### config.mk
export PLATFORM = sky130hd
export DESIGN_NAME = mips_multicycle_control
export DESIGN_NICKNAME = d
export VERILOG_FILES = /design/src/rtl/mips_multicycle_control_pkg.sv /design/src/rtl/mips_multicycle_control_alu_funct_decode.sv /design/src/rtl/mips_multicycle_control.sv
export SDC_FILE = /design/constraint.sdc
export NUM_CORES = 1
export LEC_CHECK = 0
export ABC_CLOCK_PERIOD_IN_PS = 2750
export BUFFER_PORTS_ARGS = -buffer_cell sky130_fd_sc_hd__buf_2
export CORE_UTILIZATION = 30
export DETAILED_ROUTE_END_ITERATION = 10
export SYNTH_ARGS = -nofsm -noshare
export SYNTH_HDL_FRONTEND = slang
export SYNTH_SLANG_ARGS = --single-unit
### constraint.sdc
create_clock -name clk -period 2.75 [get_ports clk]
set_clock_uncertainty 0.2 [all_clocks]
set_input_delay 0.275 -clock clk [delete_from_list [all_inputs] [get_ports clk]]
set_output_delay 0.275 -clock clk [all_outputs]
set_load 0.02 [all_outputs]
### src/rtl/mips_multicycle_control_pkg.sv
// -----------------------------------------------------------------------------
// mips_multicycle_control_pkg
// Shared encodings for the multi-cycle MIPS control unit: word width, ALU
// operation codes, opcode and funct values, FSM state encoding and the
// control-word bundle that the FSM registers.
//
// Optional feature macro: MC_IMM_EN adds the addi/slti states (S_IMM_EX and
// S_IMM_WB) and makes opcodes 0x08/0x0A legal.
// -----------------------------------------------------------------------------
package mips_multicycle_control_pkg;

  localparam int WORD = 32;

  // ALU operation codes understood by the datapath ALU
  localparam logic [3:0] ALU_AND = 4'b0000;
  localparam logic [3:0] ALU_OR  = 4'b0001;
  localparam logic [3:0] ALU_ADD = 4'b0010;
  localparam logic [3:0] ALU_SUB = 4'b0110;
  localparam logic [3:0] ALU_SLT = 4'b0111;
  localparam logic [3:0] ALU_NOR = 4'b1100;

  // Instruction opcodes (bits [31:26])
  localparam logic [5:0] OP_RTYPE = 6'h00;
  localparam logic [5:0] OP_J     = 6'h02;
  localparam logic [5:0] OP_BEQ   = 6'h04;
  localparam logic [5:0] OP_ADDI  = 6'h08;
  localparam logic [5:0] OP_SLTI  = 6'h0A;
  localparam logic [5:0] OP_LW    = 6'h23;
  localparam logic [5:0] OP_SW    = 6'h2B;

  // R-type funct codes (bits [5:0])
  localparam logic [5:0] FN_ADD = 6'h20;
  localparam logic [5:0] FN_SUB = 6'h22;
  localparam logic [5:0] FN_AND = 6'h24;
  localparam logic [5:0] FN_OR  = 6'h25;
  localparam logic [5:0] FN_NOR = 6'h27;
  localparam logic [5:0] FN_SLT = 6'h2A;

  typedef enum logic [3:0] {
    S_FETCH    = 4'd0,
    S_DECODE   = 4'd1,
    S_MEMADR   = 4'd2,
    S_MEMRD    = 4'd3,
    S_MEMWB    = 4'd4,
    S_MEMWR    = 4'd5,
    S_RTYPE_EX = 4'd6,
    S_RTYPE_WB = 4'd7,
    S_BEQ      = 4'd8,
`ifdef MC_IMM_EN
    S_JUMP     = 4'd9,
    S_IMM_EX   = 4'd10,
    S_IMM_WB   = 4'd11
`else
    S_JUMP     = 4'd9
`endif
  } state_t;

  // Control word held in registers alongside the state
  typedef struct packed {
    logic       pc_write;
    logic       iord;
    logic       mem_read;
    logic       mem_write;
    logic       ir_write;
    logic       mem_to_reg;
    logic       reg_dst;
    logic       reg_write;
    logic       alu_src_a;
    logic [1:0] alu_src_b;
    logic [1:0] pc_source;
    logic [3:0] alu_control;
    logic       instr_done;
  } ctrl_t;

  // Everything inactive; the ALU idles on ADD
  localparam ctrl_t CTRL_IDLE = '{
    pc_write: 1'b0, iord: 1'b0, mem_read: 1'b0, mem_write: 1'b0,
    ir_write: 1'b0, mem_to_reg: 1'b0, reg_dst: 1'b0, reg_write: 1'b0,
    alu_src_a: 1'b0, alu_src_b: 2'b00, pc_source: 2'b00,
    alu_control: ALU_ADD, instr_done: 1'b0
  };

  // FETCH: read at PC, load IR, PC <= PC + 4
  localparam ctrl_t CTRL_FETCH = '{
    pc_write: 1'b1, iord: 1'b0, mem_read: 1'b1, mem_write: 1'b0,
    ir_write: 1'b1, mem_to_reg: 1'b0, reg_dst: 1'b0, reg_write: 1'b0,
    alu_src_a: 1'b0, alu_src_b: 2'b01, pc_source: 2'b00,
    alu_control: ALU_ADD, instr_done: 1'b0
  };

  // True for every opcode the control unit knows how to sequence
  function automatic logic opcode_supported(input logic [5:0] op);
    logic ok;
    case (op)
      OP_RTYPE, OP_LW, OP_SW, OP_BEQ, OP_J: ok = 1'b1;
`ifdef MC_IMM_EN
      OP_ADDI, OP_SLTI:                     ok = 1'b1;
`endif
      default:                              ok = 1'b0;
    endcase
    return ok;
  endfunction

endpackage

### src/rtl/mips_multicycle_control_alu_funct_decode.sv
// -----------------------------------------------------------------------------
// alu_funct_decode
// Combinational translation of an R-type funct field into the ALU operation
// code. Unknown funct values fall back to ADD with valid low so the caller can
// suppress the register write.
//
// Ports:
//   funct       in  6  instruction bits [5:0]
//   alu_control out 4  ALU operation code
//   valid       out 1  funct is one of the supported R-type operations
// -----------------------------------------------------------------------------
module alu_funct_decode
  import mips_multicycle_control_pkg::*;
(
  input  logic [5:0] funct,
  output logic [3:0] alu_control,
  output logic       valid
);

  // funct lookup with a safe ADD fallback
  always_comb begin
    alu_control = ALU_ADD;
    valid       = 1'b1;
    case (funct)
      FN_ADD:  alu_control = ALU_ADD;
      FN_SUB:  alu_control = ALU_SUB;
      FN_AND:  alu_control = ALU_AND;
      FN_OR:   alu_control = ALU_OR;
      FN_NOR:  alu_control = ALU_NOR;
      FN_SLT:  alu_control = ALU_SLT;
      default: begin
        alu_control = ALU_ADD;
        valid       = 1'b0;
      end
    endcase
  end

endmodule

### src/rtl/mips_multicycle_control.sv
// -----------------------------------------------------------------------------
// mips_multicycle_control
// Moore FSM that steps each MIPS instruction through fetch, decode, execute,
// memory and writeback, driving the datapath selects/enables and ALU_control.
// Control outputs are registered: the register is loaded with the control word
// of the state being entered, so the outputs always match the current state.
// Two outputs are combinational by nature: PCWrite in BEQ (qualified by the
// ALU zero flag in the same cycle) and illegal_op in DECODE (opcode check).
// While rst_n is low the outputs show FETCH values with all write enables and
// pulses forced low, so an abandoned instruction never writes anything.
//
// Optional feature macro: MC_IMM_EN enables addi/slti (IMM_EX, IMM_WB).
//
// Ports:
//   clk, rst_n            clock (rising edge), synchronous active-low reset
//   opcode, funct         instruction fields from the instruction register
//   zero                  ALU equality flag, used only in BEQ
//   PCWrite..PCSource     datapath enables and mux selects
//   ALU_control           ALU operation code
//   instr_done            pulse in the last cycle of each instruction
//   illegal_op            pulse in DECODE for an unsupported opcode
// -----------------------------------------------------------------------------
module mips_multicycle_control
  import mips_multicycle_control_pkg::*;
(
  input  logic       clk,
  input  logic       rst_n,
  input  logic [5:0] opcode,
  input  logic [5:0] funct,
  input  logic       zero,
  output logic       PCWrite,
  output logic       IorD,
  output logic       MemRead,
  output logic       MemWrite,
  output logic       IRWrite,
  output logic       MemtoReg,
  output logic       RegDst,
  output logic       RegWrite,
  output logic       ALUSrcA,
  output logic [1:0] ALUSrcB,
  output logic [1:0] PCSource,
  output logic [3:0] ALU_control,
  output logic       instr_done,
  output logic       illegal_op
);

  state_t     state_r;
  state_t     next_state_s;
  ctrl_t      ctrl_r;
  ctrl_t      ctrl_next_s;
  ctrl_t      ctrl_s;
  logic [3:0] funct_alu_s;
  logic       funct_ok_s;
  logic       beq_take_s;

  alu_funct_decode u_funct_decode (
    .funct       (funct),
    .alu_control (funct_alu_s),
    .valid       (funct_ok_s)
  );

  // Next-state selection
  always_comb begin
    next_state_s = S_FETCH;
    case (state_r)
      S_FETCH:  next_state_s = S_DECODE;
      S_DECODE: begin
        case (opcode)
          OP_LW, OP_SW: next_state_s = S_MEMADR;
          OP_RTYPE:     next_state_s = S_RTYPE_EX;
          OP_BEQ:       next_state_s = S_BEQ;
          OP_J:         next_state_s = S_JUMP;
`ifdef MC_IMM_EN
          OP_ADDI, OP_SLTI: next_state_s = S_IMM_EX;
`endif
          default:      next_state_s = S_FETCH;
        endcase
      end
      S_MEMADR: begin
        if (opcode == OP_LW) begin
          next_state_s = S_MEMRD;
        end else if (opcode == OP_SW) begin
          next_state_s = S_MEMWR;
        end else begin
          // IR cannot change mid-instruction; recover cleanly if it does
          next_state_s = S_FETCH;
        end
      end
      S_MEMRD:    next_state_s = S_MEMWB;
      S_RTYPE_EX: next_state_s = S_RTYPE_WB;
`ifdef MC_IMM_EN
      S_IMM_EX:   next_state_s = S_IMM_WB;
`endif
      default:    next_state_s = S_FETCH;
    endcase
  end

  // Control word for the state about to be entered; funct/opcode are stable
  // in the IR from DECODE onwards, so looking one state ahead is safe
  always_comb begin
    ctrl_next_s = CTRL_IDLE;
    case (next_state_s)
      S_FETCH:  ctrl_next_s = CTRL_FETCH;
      S_DECODE: ctrl_next_s.alu_src_b = 2'b11;
      S_MEMADR: begin
        ctrl_next_s.alu_src_a = 1'b1;
        ctrl_next_s.alu_src_b = 2'b10;
      end
      S_MEMRD: begin
        ctrl_next_s.mem_read = 1'b1;
        ctrl_next_s.iord     = 1'b1;
      end
      S_MEMWB: begin
        ctrl_next_s.reg_write  = 1'b1;
        ctrl_next_s.mem_to_reg = 1'b1;
        ctrl_next_s.instr_done = 1'b1;
      end
      S_MEMWR: begin
        ctrl_next_s.mem_write  = 1'b1;
        ctrl_next_s.iord       = 1'b1;
        ctrl_next_s.instr_done = 1'b1;
      end
      S_RTYPE_EX: begin
        ctrl_next_s.alu_src_a   = 1'b1;
        ctrl_next_s.alu_control = funct_alu_s;
      end
      S_RTYPE_WB: begin
        // unknown funct completes as a no-op rather than trapping
        ctrl_next_s.reg_write  = funct_ok_s;
        ctrl_next_s.reg_dst    = 1'b1;
        ctrl_next_s.instr_done = 1'b1;
      end
      S_BEQ: begin
        // pc_write stays 0 here; the taken branch is qualified by zero below
        ctrl_next_s.alu_src_a   = 1'b1;
        ctrl_next_s.alu_control = ALU_SUB;
        ctrl_next_s.pc_source   = 2'b01;
        ctrl_next_s.instr_done  = 1'b1;
      end
      S_JUMP: begin
        ctrl_next_s.pc_source  = 2'b10;
        ctrl_next_s.pc_write   = 1'b1;
        ctrl_next_s.instr_done = 1'b1;
      end
`ifdef MC_IMM_EN
      S_IMM_EX: begin
        ctrl_next_s.alu_src_a   = 1'b1;
        ctrl_next_s.alu_src_b   = 2'b10;
        ctrl_next_s.alu_control = (opcode == OP_SLTI) ? ALU_SLT : ALU_ADD;
      end
      S_IMM_WB: begin
        ctrl_next_s.reg_write  = 1'b1;
        ctrl_next_s.instr_done = 1'b1;
      end
`endif
      default: ctrl_next_s = CTRL_IDLE;
    endcase
  end

  // State and registered control word
  always_ff @(posedge clk) begin
    if (!rst_n) begin
      state_r <= S_FETCH;
      ctrl_r  <= CTRL_FETCH;
    end else begin
      state_r <= next_state_s;
      ctrl_r  <= ctrl_next_s;
    end
  end

  // Reset override: FETCH selects with every write enable and pulse held low
  always_comb begin
    if (rst_n) begin
      ctrl_s = ctrl_r;
    end else begin
      ctrl_s            = CTRL_FETCH;
      ctrl_s.pc_write   = 1'b0;
      ctrl_s.ir_write   = 1'b0;
      ctrl_s.mem_write  = 1'b0;
      ctrl_s.reg_write  = 1'b0;
      ctrl_s.instr_done = 1'b0;
    end
  end

  // Branch resolution in the same cycle as the SUB compare
  always_comb begin
    beq_take_s = rst_n && (state_r == S_BEQ) && zero;
  end

  // Output mapping
  always_comb begin
    PCWrite     = ctrl_s.pc_write | beq_take_s;
    IorD        = ctrl_s.iord;
    MemRead     = ctrl_s.mem_read;
    MemWrite    = ctrl_s.mem_write;
    IRWrite     = ctrl_s.ir_write;
    MemtoReg    = ctrl_s.mem_to_reg;
    RegDst      = ctrl_s.reg_dst;
    RegWrite    = ctrl_s.reg_write;
    ALUSrcA     = ctrl_s.alu_src_a;
    ALUSrcB     = ctrl_s.alu_src_b;
    PCSource    = ctrl_s.pc_source;
    ALU_control = ctrl_s.alu_control;
    instr_done  = ctrl_s.instr_done;
    illegal_op  = rst_n && (state_r == S_DECODE) && !opcode_supported(opcode);
  end

endmodule
==> flow_summary.ini, run 1 <==
[status]
outcome = completed

[finish]
area_growth_syn_to_layout_pct = 21.0
nNetsFinal = 185
antenna-diode-count = 0
final_common_cell = sky130_fd_sc_hd__buf_2
most_frequent_cells_in_the_layout = sky130_fd_sc_hd__buf_2, sky130_fd_sc_hd__dfxtp_1, sky130_fd_sc_hd__and2_1
nFillCells = 393
fin_area_mm2 = 0.00141
drive_above_1_share_pct = 30.2

[drt]
route.detailed.drc = 0
dr.pass1.iters = 4
routed_wire_length_per_instance_um = 11.8
drt_wl_total_um = 2570
postRouteAntennaNets = 0
via_per_inst = 4.87
routed-via-count = 1057
first_iter_violations = 17

[timing]
timing.setup.tns_ns = 0
final_setup_slack_of_the_worst_path_ns = 0.558
achievable-frequency_mhz = 456
finalCritPeriodShare_pct = 79.7
hold_fails_final_rpt = 0
max_slew.worst_pin.slew_ns = 0.434
period_needed_ns = 2.19
setup_viol = 0
slew_viol_final = 0
grt_setup_unrepaired = no
slew_headroom_pct = 71.0
fin_hold_ws_ns = 0.0857

[global_route]
grt_busiest_layer = met2
groute.layer.met2.usage_pct = 20.7
grt.met1_usage_pct = 17.7
grt_usage_pct = 13.4
grt_util_met3_pct = 2.99
first_global_vias = 975
antenna_found_initial = 0
grt_max_degree = 26
grt_pass1_wl_um = 4360
grt-ovfl-total = 0

[synth]
synth.net_count = 153
syn_area_per_cell_um2 = 8.47
synth_enable_flop_cells = 0
ys_ff_latch = 22
cells_taking_the_most_area_after_synthesis = sky130_fd_sc_hd__dfxtp_1, sky130_fd_sc_hd__and2_1, sky130_fd_sc_hd__nor2_1
netlist.area_leader.share_pct = 37.7
syn-instance-count = 138
synth_cell_types = 46
synth-warning-count = 0
asyncSetResetFlopFracSynth_pct = 0
mappedNetlistArea_mm2 = 0.00117
netlist.top_cell.by_area = sky130_fd_sc_hd__dfxtp_1
synthFlopType = sky130_fd_sc_hd__dfxtp_1
fraction_of_the_yosys_area_taken_by_sequential_cells_pct = 37.7

[die]
start_util_pct = 31.7
dieArea_mm2 = 0.00415
io-pin-count = 34
die_height_um = 64.4
dieWidth_um = 64.4
core_region_area_mm2 = 0.00369
core.rowCount = 22

[cts]
post_cts_buffers = 0
clock-sinks = 22
post_cts_resized = 0
cts-root-to-sink-buffers = 2
cts_made_buffers = 3
clock_insertion_delay_worst_skew_ns = 0.26
clock_root_buffer = sky130_fd_sc_hd__clkbuf_8
clock_tree_from_tritoncts = yes
cts.clk_slew.worst_paths_ns = 0.07
ctsHtreeMaxLevel = 1
post_cts_hold_buffer_count = 0

[worst_setup_path]
critical_path_peak_fanout = 9
setup_crit_start_kind = input pin
timing_worst_setup_path_type = in2out
critPathCaptureType = output pin
crit_arrival_ns = 1.72
crit_required_ns = 2.28

[place]
detailed_place.area_mm2 = 0.00136
gp_congestion = 0.797
placement.setup.worst_slack_ns = 0.491
detailedPlacementHpwl_um = 1960
buffer_ports.inserted = 33

[power]
leakage_nw = 0.625
vdd_drop_max_v = 0.000143
power-per-cell-area_mw_per_mm2 = 449

[job]
timing.max_cap.violations = 0

[hold_path]
hold_path_class = in2reg
per-layer routing:
layer,vias up,routed length (µm)
li1,541,-
met5,-,0
met2,38,1150
met1,472,1220
met4,0,54
met3,6,141
power by group:
part | total (mW) | switching [mW] | internal, mW
logic | 0.0825 | 0.0505 | 0.0320
registers | 0.330 | 0.00483 | 0.325
clock network | 0.222 | 0.0946 | 0.127
registers in the layout (all words and copies together), names as in the netlist:
| signal | count |
|---|---|
| ctrl_r | 18 |
| state_r | 4 |
through the flow:
| step | total power, mW | cells | util (%) |
|---|---|---|---|
| after global placement | 0.421 | 213 | 36.8 |
| after floorplan | 0.389 | 138 | - |
| after global routing | 0.668 | 217 | 38.3 |
| final | 0.635 | 217 | 38.3 |
| after CTS | 0.639 | 217 | 38.3 |
| after detailed placement | 0.420 | 213 | 36.8 |
cell type report:
cell class,count,area [µm²],share of cell area (%)
inverters,6,23.8,1.68
repair buffers,34,173,12.2
multi-input cells,103,662,46.8
flip-flops and latches,22,440,31.2
clock buffers,4,55.1,3.89
well taps,48,60.1,4.25
critical path, stage by stage:
cell,delay [ns]
sky130_fd_sc_hd__buf_2,0.13
sky130_fd_sc_hd__or3_1,0.51
sky130_fd_sc_hd__o21a_1,0.24
sky130_fd_sc_hd__nor3_1,0.29
sky130_fd_sc_hd__nor3_1,0.10
sky130_fd_sc_hd__buf_2,0.17
logic make-up after synthesis:
logic type | Yosys count | share of synthesized area [%]
xor gates and xnor gates | 2 | 1.50
DFF | 22 | 37.7
buffers and inverters | 13 | 5.67
and+or+nand+nor | 74 | 37.4
AOI/OAI and AO/OA | 27 | 17.8
cell usage after synthesis, drive strengths merged (3+ instances only):
cell type  instances
a21oi              3
and2              15
and3               3
clkbuf             5
dfxtp             22
inv                5
nand2             10
nand2b             4
nand3              6
nor2              14
nor3               6
o21a               3
o21ai              9
final timing paths:
path,from,endpoint,slack (ns),depth (start not counted)
setup / recovery,opcode[3],illegal_op,0.56,6
hold / removal,funct[3],ctrl_r[2]$_SDFF_PN1_,0.09,3
setup reg to reg,state_r[2]$_SDFF_PN0_,ctrl_r[8]$_SDFF_PN0_,0.65,5
hold reg to reg,state_r[0]$_SDFF_PN0_,state_r[0]$_SDFF_PN0_,0.54,3
(Power assumes the default switching activity.)
==> run 2: changes to the inputs <==
Settings changed: ABC_AREA set to 1, ABC_CLOCK_PERIOD_IN_PS 2750 to 2300.
Clock period 2.75 ns to 2.3 ns, I/O delays scaled along.
==> run 2 against run 1 <==
Non-clock buffer count did not move. Worst hold slack got worse by 0.065 ns. Final cell count rose by 22%. Register-to-register slack improved by 0.12 ns.
==> flow_summary.ini, run 2 <==
[status]
outcome = completed

[cts]
post_cts_hold_buffer_count = 0
clock_root_buffer = sky130_fd_sc_hd__clkbuf_8
clock_insertion_delay_worst_skew_ns = 0.26
post_cts_resized = 0
clock-sinks = 22
clock_tree_from_tritoncts = yes
cts_made_buffers = 3
ctsHtreeMaxLevel = 1
cts.clk_slew.worst_paths_ns = 0.07
cts-root-to-sink-buffers = 2
post_cts_buffers = 0

[place]
gp_congestion = 0.772
detailed_place.area_mm2 = 0.00142
buffer_ports.inserted = 33
detailedPlacementHpwl_um = 1860
placement.setup.worst_slack_ns = 0.736

[die]
core.rowCount = 22
core_region_area_mm2 = 0.00374
start_util_pct = 32.1
dieWidth_um = 65.2
dieArea_mm2 = 0.00426
io-pin-count = 34
die_height_um = 65.2

[timing]
max_slew.worst_pin.slew_ns = 0.439
final_setup_slack_of_the_worst_path_ns = 0.446
grt_setup_unrepaired = no
finalCritPeriodShare_pct = 80.6
slew_viol_final = 0
hold_fails_final_rpt = 0
slew_headroom_pct = 70.7
setup_viol = 0
fin_hold_ws_ns = 0.0205
period_needed_ns = 1.85
timing.setup.tns_ns = 0
achievable-frequency_mhz = 539

[synth]
syn-instance-count = 181
fraction_of_the_yosys_area_taken_by_sequential_cells_pct = 36.7
synthFlopType = sky130_fd_sc_hd__dfxtp_1
synth_enable_flop_cells = 0
ys_ff_latch = 22
mappedNetlistArea_mm2 = 0.00120
netlist.area_leader.share_pct = 36.7
yosysMostFrequentCell = sky130_fd_sc_hd__nand2_1
syn_area_per_cell_um2 = 6.63
netlist_top_cells_count = sky130_fd_sc_hd__nand2_1, sky130_fd_sc_hd__inv_1, sky130_fd_sc_hd__dfxtp_1, sky130_fd_sc_hd__nor2_1, sky130_fd_sc_hd__nand3_1
cells_taking_the_most_area_after_synthesis = sky130_fd_sc_hd__dfxtp_1, sky130_fd_sc_hd__nand2_1, sky130_fd_sc_hd__inv_1
synth-warning-count = 0
netlist.top_cell.by_area = sky130_fd_sc_hd__dfxtp_1
synth.net_count = 196
asyncSetResetFlopFracSynth_pct = 0
synth_cell_types = 23

[finish]
postLayoutCoreUtil_pct = 39.4
nNetsFinal = 232
largest_reg_flops = 18
final_common_cell = sky130_fd_sc_hd__nand2_1
area_growth_syn_to_layout_pct = 23.0
most_frequent_cells_in_the_layout = sky130_fd_sc_hd__nand2_1, sky130_fd_sc_hd__inv_1, sky130_fd_sc_hd__buf_2
fin_area_mm2 = 0.00148
antenna-diode-count = 0
drive_above_1_share_pct = 29.6
biggestRegsByFlops = ctrl_r: 18 flops, state_r: 4 flops
largest-register = ctrl_r

[worst_setup_path]
timing_worst_setup_path_type = reg2out
setup_crit_start_kind = flip-flop
crit_path_end = illegal_op
reg2reg_to = ctrl_r[2]$_SDFF_PN1_
reg2regPathDepth = 9
worst_reg2reg_setup_slack_ns = 0.77
startpoint = state_r[2]$_SDFF_PN0_
crit_required_ns = 1.87
worst_r2r_startpoint = state_r[0]$_SDFF_PN0_
critPathCaptureType = output pin
crit_arrival_ns = 1.42
critical_path_peak_fanout = 5

[global_route]
grt_usage_pct = 12.1
first_global_vias = 920
grt_max_degree = 22
grt-ovfl-total = 0
antenna_found_initial = 0
grt_pass1_wl_um = 3970

[drt]
routed_wire_length_per_instance_um = 8.69
dr.pass1.iters = 4
route.detailed.drc = 0
via_per_inst = 4.19
postRouteAntennaNets = 0
routed-via-count = 1106
drt_wl_total_um = 2290
first_iter_violations = 29

[power]
seq_power_share_pct = 51.7
power_switching_uw = 182
leakage_nw = 0.869
power-per-cell-area_mw_per_mm2 = 515
vdd_drop_max_v = 0.000190
power_switching_share_pct = 23.9
power_report.internal_total_uw = 579
p_clk_share_pct = 35.0
pwr-share-comb_pct = 13.3

[job]
timing.max_cap.violations = 0

[hold_path]
hold_path_class = in2reg
## run 2: cell types whose count changed in the layout (fill, tap and decap cells not counted), moves of 4 or more
cell / previous run / this run
sky130_fd_sc_hd__nor2_2: 0 / 5
sky130_fd_sc_hd__nand2_2: 1 / 5
sky130_fd_sc_hd__nand2b_1: 4 / 0
sky130_fd_sc_hd__nand2_1: 9 / 42
sky130_fd_sc_hd__nor2_1: 14 / 20
sky130_fd_sc_hd__nand3_2: 0 / 5
sky130_fd_sc_hd__nand3_1: 6 / 14
sky130_fd_sc_hd__and2_1: 15 / 0
sky130_fd_sc_hd__inv_1: 5 / 39
## run 2: through the flow
| step | power [mW] | instances |
|---|---|---|
| after floorplan | 0.468 | 181 |
| after CTS | 0.775 | 264 |
| after detailed placement | 0.504 | 260 |
| final | 0.761 | 264 |
| after global placement | 0.504 | 260 |
| after global routing | 0.802 | 264 |
## run 2: metal layers
metal / part of all wire [%] / global-route usage, % / up-vias
li1: - / - / 621
met1: 53 / 16.8 / 449
met2: 40 / 17.8 / 31
met3: 4.1 / 1.04 / 5
met4: 3.0 / 8.15 / 0
met5: 0 / 0 / -
## run 2: cell families (layout without fill, tap and decap cells)
family                 count (synthesis)  after routing  share of synthesized area, %
and+or+nand+nor                      107            107                          44.5
buffers and inverters                 44             79                          13.8
DFF                                   22             22                          36.7
AOI/OAI and AO/OA                      8              8                          5.01
## run 2: how the worst min path moves through the flow
stage | start | to | slack [ns] | cells past startpoint
6_report | rst_n | state_r[2]$_SDFF_PN0_ | 0.02 | 3
5_1_grt | rst_n | state_r[2]$_SDFF_PN0_ | 0.04 | 3
4_1_cts | rst_n | state_r[2]$_SDFF_PN0_ | 0.01 | 3
3_5_place_dp | rst_n | state_r[2]$_SDFF_PN0_ | 0.29 | 3
3_3_place_gp | rst_n | state_r[2]$_SDFF_PN0_ | 0.30 | 3
2_1_floorplan | rst_n | ctrl_r[14]$_SDFF_PN0_ | 0.19 | 2
## run 2: power by group through the flow
stage / clock, mW / combinational, mW / sequential, mW
6_report: 0.266 / 0.101 / 0.394
5_1_grt: 0.293 / 0.114 / 0.394
4_1_cts: 0.279 / 0.102 / 0.393
3_5_place_dp: 0 / 0.102 / 0.402
3_3_place_gp: 0 / 0.101 / 0.402
2_1_floorplan: 0 / 0.0662 / 0.401
## run 2: layout make-up
class / instances / area (µm²)
Tap cell: 48 / 60.1
Clock buffer: 4 / 55.1
Inverter: 41 / 154
Fill cell: 432 / 2270
Multi-Input combinational cell: 115 / 594
Timing Repair Buffer: 34 / 173
Sequential cell: 22 / 440
## run 2: critical path, cell delays in order, from the launching register on
cell and delay [ns]:
sky130_fd_sc_hd__dfxtp_1 0.33, sky130_fd_sc_hd__nor2_2 0.16, sky130_fd_sc_hd__inv_2 0.09, sky130_fd_sc_hd__nor2_4 0.13
sky130_fd_sc_hd__nand2_1 0.06, sky130_fd_sc_hd__nor3_1 0.20, sky130_fd_sc_hd__buf_2 0.20
==> run 3: changes to the inputs <==
Settings changed: ABC_CLOCK_PERIOD_IN_PS 2300 to 1800.
Clock period 2.3 ns to 1.8 ns, I/O delays scaled along.
==> run 3 against run 2 <==
Non-clock buffer count is 3 higher. Total power is 20% higher. Register-to-register slack worse by 0.61 ns. Largest cell class unchanged. Flip-flop and latch count stayed put.
==> flow_summary.ini, run 3 (synthesis results as in run 2) <==
[timing]
finalCritPeriodShare_pct = 95.0
timing.setup.tns_ns = 0
slew_viol_final = 0
achievable-frequency_mhz = 585
grt_setup_unrepaired = no
period_needed_ns = 1.71
setup_viol = 0
max_slew.worst_pin.slew_ns = 0.425
slew_headroom_pct = 71.7
hold_fails_final_rpt = 0

[drt]
routed-via-count = 1115
via_per_inst = 4.19
postRouteAntennaNets = 0
first_iter_violations = 39
dr.pass1.iters = 4
route.detailed.drc = 0
routed_wire_length_per_instance_um = 8.69
drt_wl_total_um = 2310

[finish]
most_frequent_cells_in_the_layout = sky130_fd_sc_hd__nand2_1, sky130_fd_sc_hd__inv_1, sky130_fd_sc_hd__buf_2
final_common_cell = sky130_fd_sc_hd__nand2_1
area_growth_syn_to_layout_pct = 24.5
drive_above_1_share_pct = 30.3
antenna-diode-count = 0
largest-register = ctrl_r
largest_reg_flops = 18
biggestRegsByFlops = ctrl_r: 18 flops, state_r: 4 flops
final_cells = 266
nNetsFinal = 235
nFillCells = 432

[cts]
ctsHtreeMaxLevel = 1
clock_insertion_delay_worst_skew_ns = 0.25
cts-root-to-sink-buffers = 2
clock-sinks = 22
cts.clk_slew.worst_paths_ns = 0.07
clock_tree_from_tritoncts = yes
cts_made_buffers = 3
clock_root_buffer = sky130_fd_sc_hd__clkbuf_8

[power]
fin_total_pwr_uw = 916
leakage_nw = 0.880
power-per-cell-area_mw_per_mm2 = 613
vdd_drop_max_v = 0.000221

[die]
start_util_pct = 32.1
io-pin-count = 34
dieWidth_um = 65.2
core_region_area_mm2 = 0.00374
die_height_um = 65.2
core.rowCount = 22
dieArea_mm2 = 0.00426

[worst_setup_path]
worst_reg2reg_setup_slack_ns = 0.16
reg2reg_to = ctrl_r[2]$_SDFF_PN1_
setup_crit_start_kind = flip-flop
worst_r2r_startpoint = state_r[3]$_SDFF_PN0_
critPathCaptureType = output pin
crit_path_cell_trace = nor2_4 -> inv_2 -> nor2_4 -> nand2_1 -> nor3_1 -> buf_2
timing_worst_setup_path_type = reg2out
reg2regPathDepth = 11
cpMaxStageDelayCell = sky130_fd_sc_hd__dfxtp_2
crit_arrival_ns = 1.33
dominant_cell_type_by_count_on_the_critical_path = sky130_fd_sc_hd__nor2_4
crit_required_ns = 1.42
largest_incremental_delay_on_the_critical_path_ns = 0.34
critical_path_peak_fanout = 4

[global_route]
grt_usage_pct = 11.6
grt_pass1_wl_um = 3850
grt_max_degree = 22
grt-ovfl-total = 0
first_global_vias = 902
antenna_found_initial = 0

[place]
place_inst = 260
gp_congestion = 0.780
detailedPlacementHpwl_um = 1840
buffer_ports.inserted = 33

[hold_path]
hold_end = ctrl_r[1]$_SDFF_PN0_
hold_path_startpoint = funct[5]
timing.hold.worst_path_depth = 5
hold_path_class = in2reg

[job]
timing.max_cap.violations = 0

[status]
outcome = completed
run 3: cell types whose count changed in the layout (fill, tap and decap cells not counted):
cell                            previous run  this run
sky130_fd_sc_hd__dlygate4sd3_1             0         1
sky130_fd_sc_hd__buf_4                     1         3
sky130_fd_sc_hd__dfxtp_1                  22        21
sky130_fd_sc_hd__dfxtp_2                   0         1
sky130_fd_sc_hd__clkbuf_8                  4         3
sky130_fd_sc_hd__nor2_4                    3         4
sky130_fd_sc_hd__nor2_2                    5         4
run 3: report_power, final:
part,total (mW),leakage (nW),switching [mW],internal (mW)
combinational,0.133,0.679,0.0837,0.0494
sequential,0.503,0.180,0.00450,0.499
clock,0.280,0.0216,0.131,0.148
run 3: repair_timing:
| item | 4_1_cts | 5_1_grt |
|---|---|---|
| buffers inserted | 0 | 2 |
| hold buffers | 1 | 0 |
| resized for setup | 0 | 2 |
| hold endpoints to repair | 1 | 0 |
| endpoints found under the setup margin | 0 | 1 |
run 3: cell type report:
class / count / area (µm²) / share of cell area (%)
Multi-Input combinational cell: 115 / 599 / 40.1
Sequential cell: 22 / 442 / 29.6
Timing Repair Buffer: 37 / 198 / 13.2
Inverter: 41 / 154 / 10.3
Tap cell: 48 / 60.1 / 4.02
Clock buffer: 3 / 41.3 / 2.76
run 3: metal layers:
layer | part of all wire, % | vias up | track usage, %
li1 | - | 628 | -
met1 | 52 | 449 | 16.8
met2 | 41 | 36 | 16.9
met3 | 5.8 | 2 | 1.22
met4 | 1.3 | 0 | 5.71
met5 | 0 | - | 0
run 3: how the worst max path moves through the flow:
stage / from / endpoint / slack, ns
after floorplan: state_r[2]$_SDFF_PN0_ / illegal_op / 0.22
after global placement: state_r[2]$_SDFF_PN0_ / ctrl_r[2]$_SDFF_PN1_ / 0.27
after detailed placement: state_r[2]$_SDFF_PN0_ / ctrl_r[2]$_SDFF_PN1_ / 0.24
after CTS: state_r[2]$_SDFF_PN0_ / illegal_op / 0.03
after global routing: state_r[2]$_SDFF_PN0_ / illegal_op / 0.02
final: state_r[3]$_SDFF_PN0_ / illegal_op / 0.09
run 3: critical path, delay by kind of cell, from the launching register on:
| family | cells | cell delay [ns] |
|---|---|---|
| buffers and inverters | 2 | 0.26 |
| and+or+nand+nor | 4 | 0.48 |
| DFF | 1 | 0.34 |
run 3: stage by stage:
stage	cell area, µm²	hold WS (ns)	setup WS, ns	utilization (%)
2_1_floorplan	1200	0.137	0.216	-
3_3_place_gp	1420	0.248	0.274	38.0
3_5_place_dp	1420	0.243	0.245	38.0
4_1_cts	1470	0.103	0.0341	39.3
5_1_grt	1490	0.134	0.0187	39.9
6_report	1490	0.103	0.0905	39.9
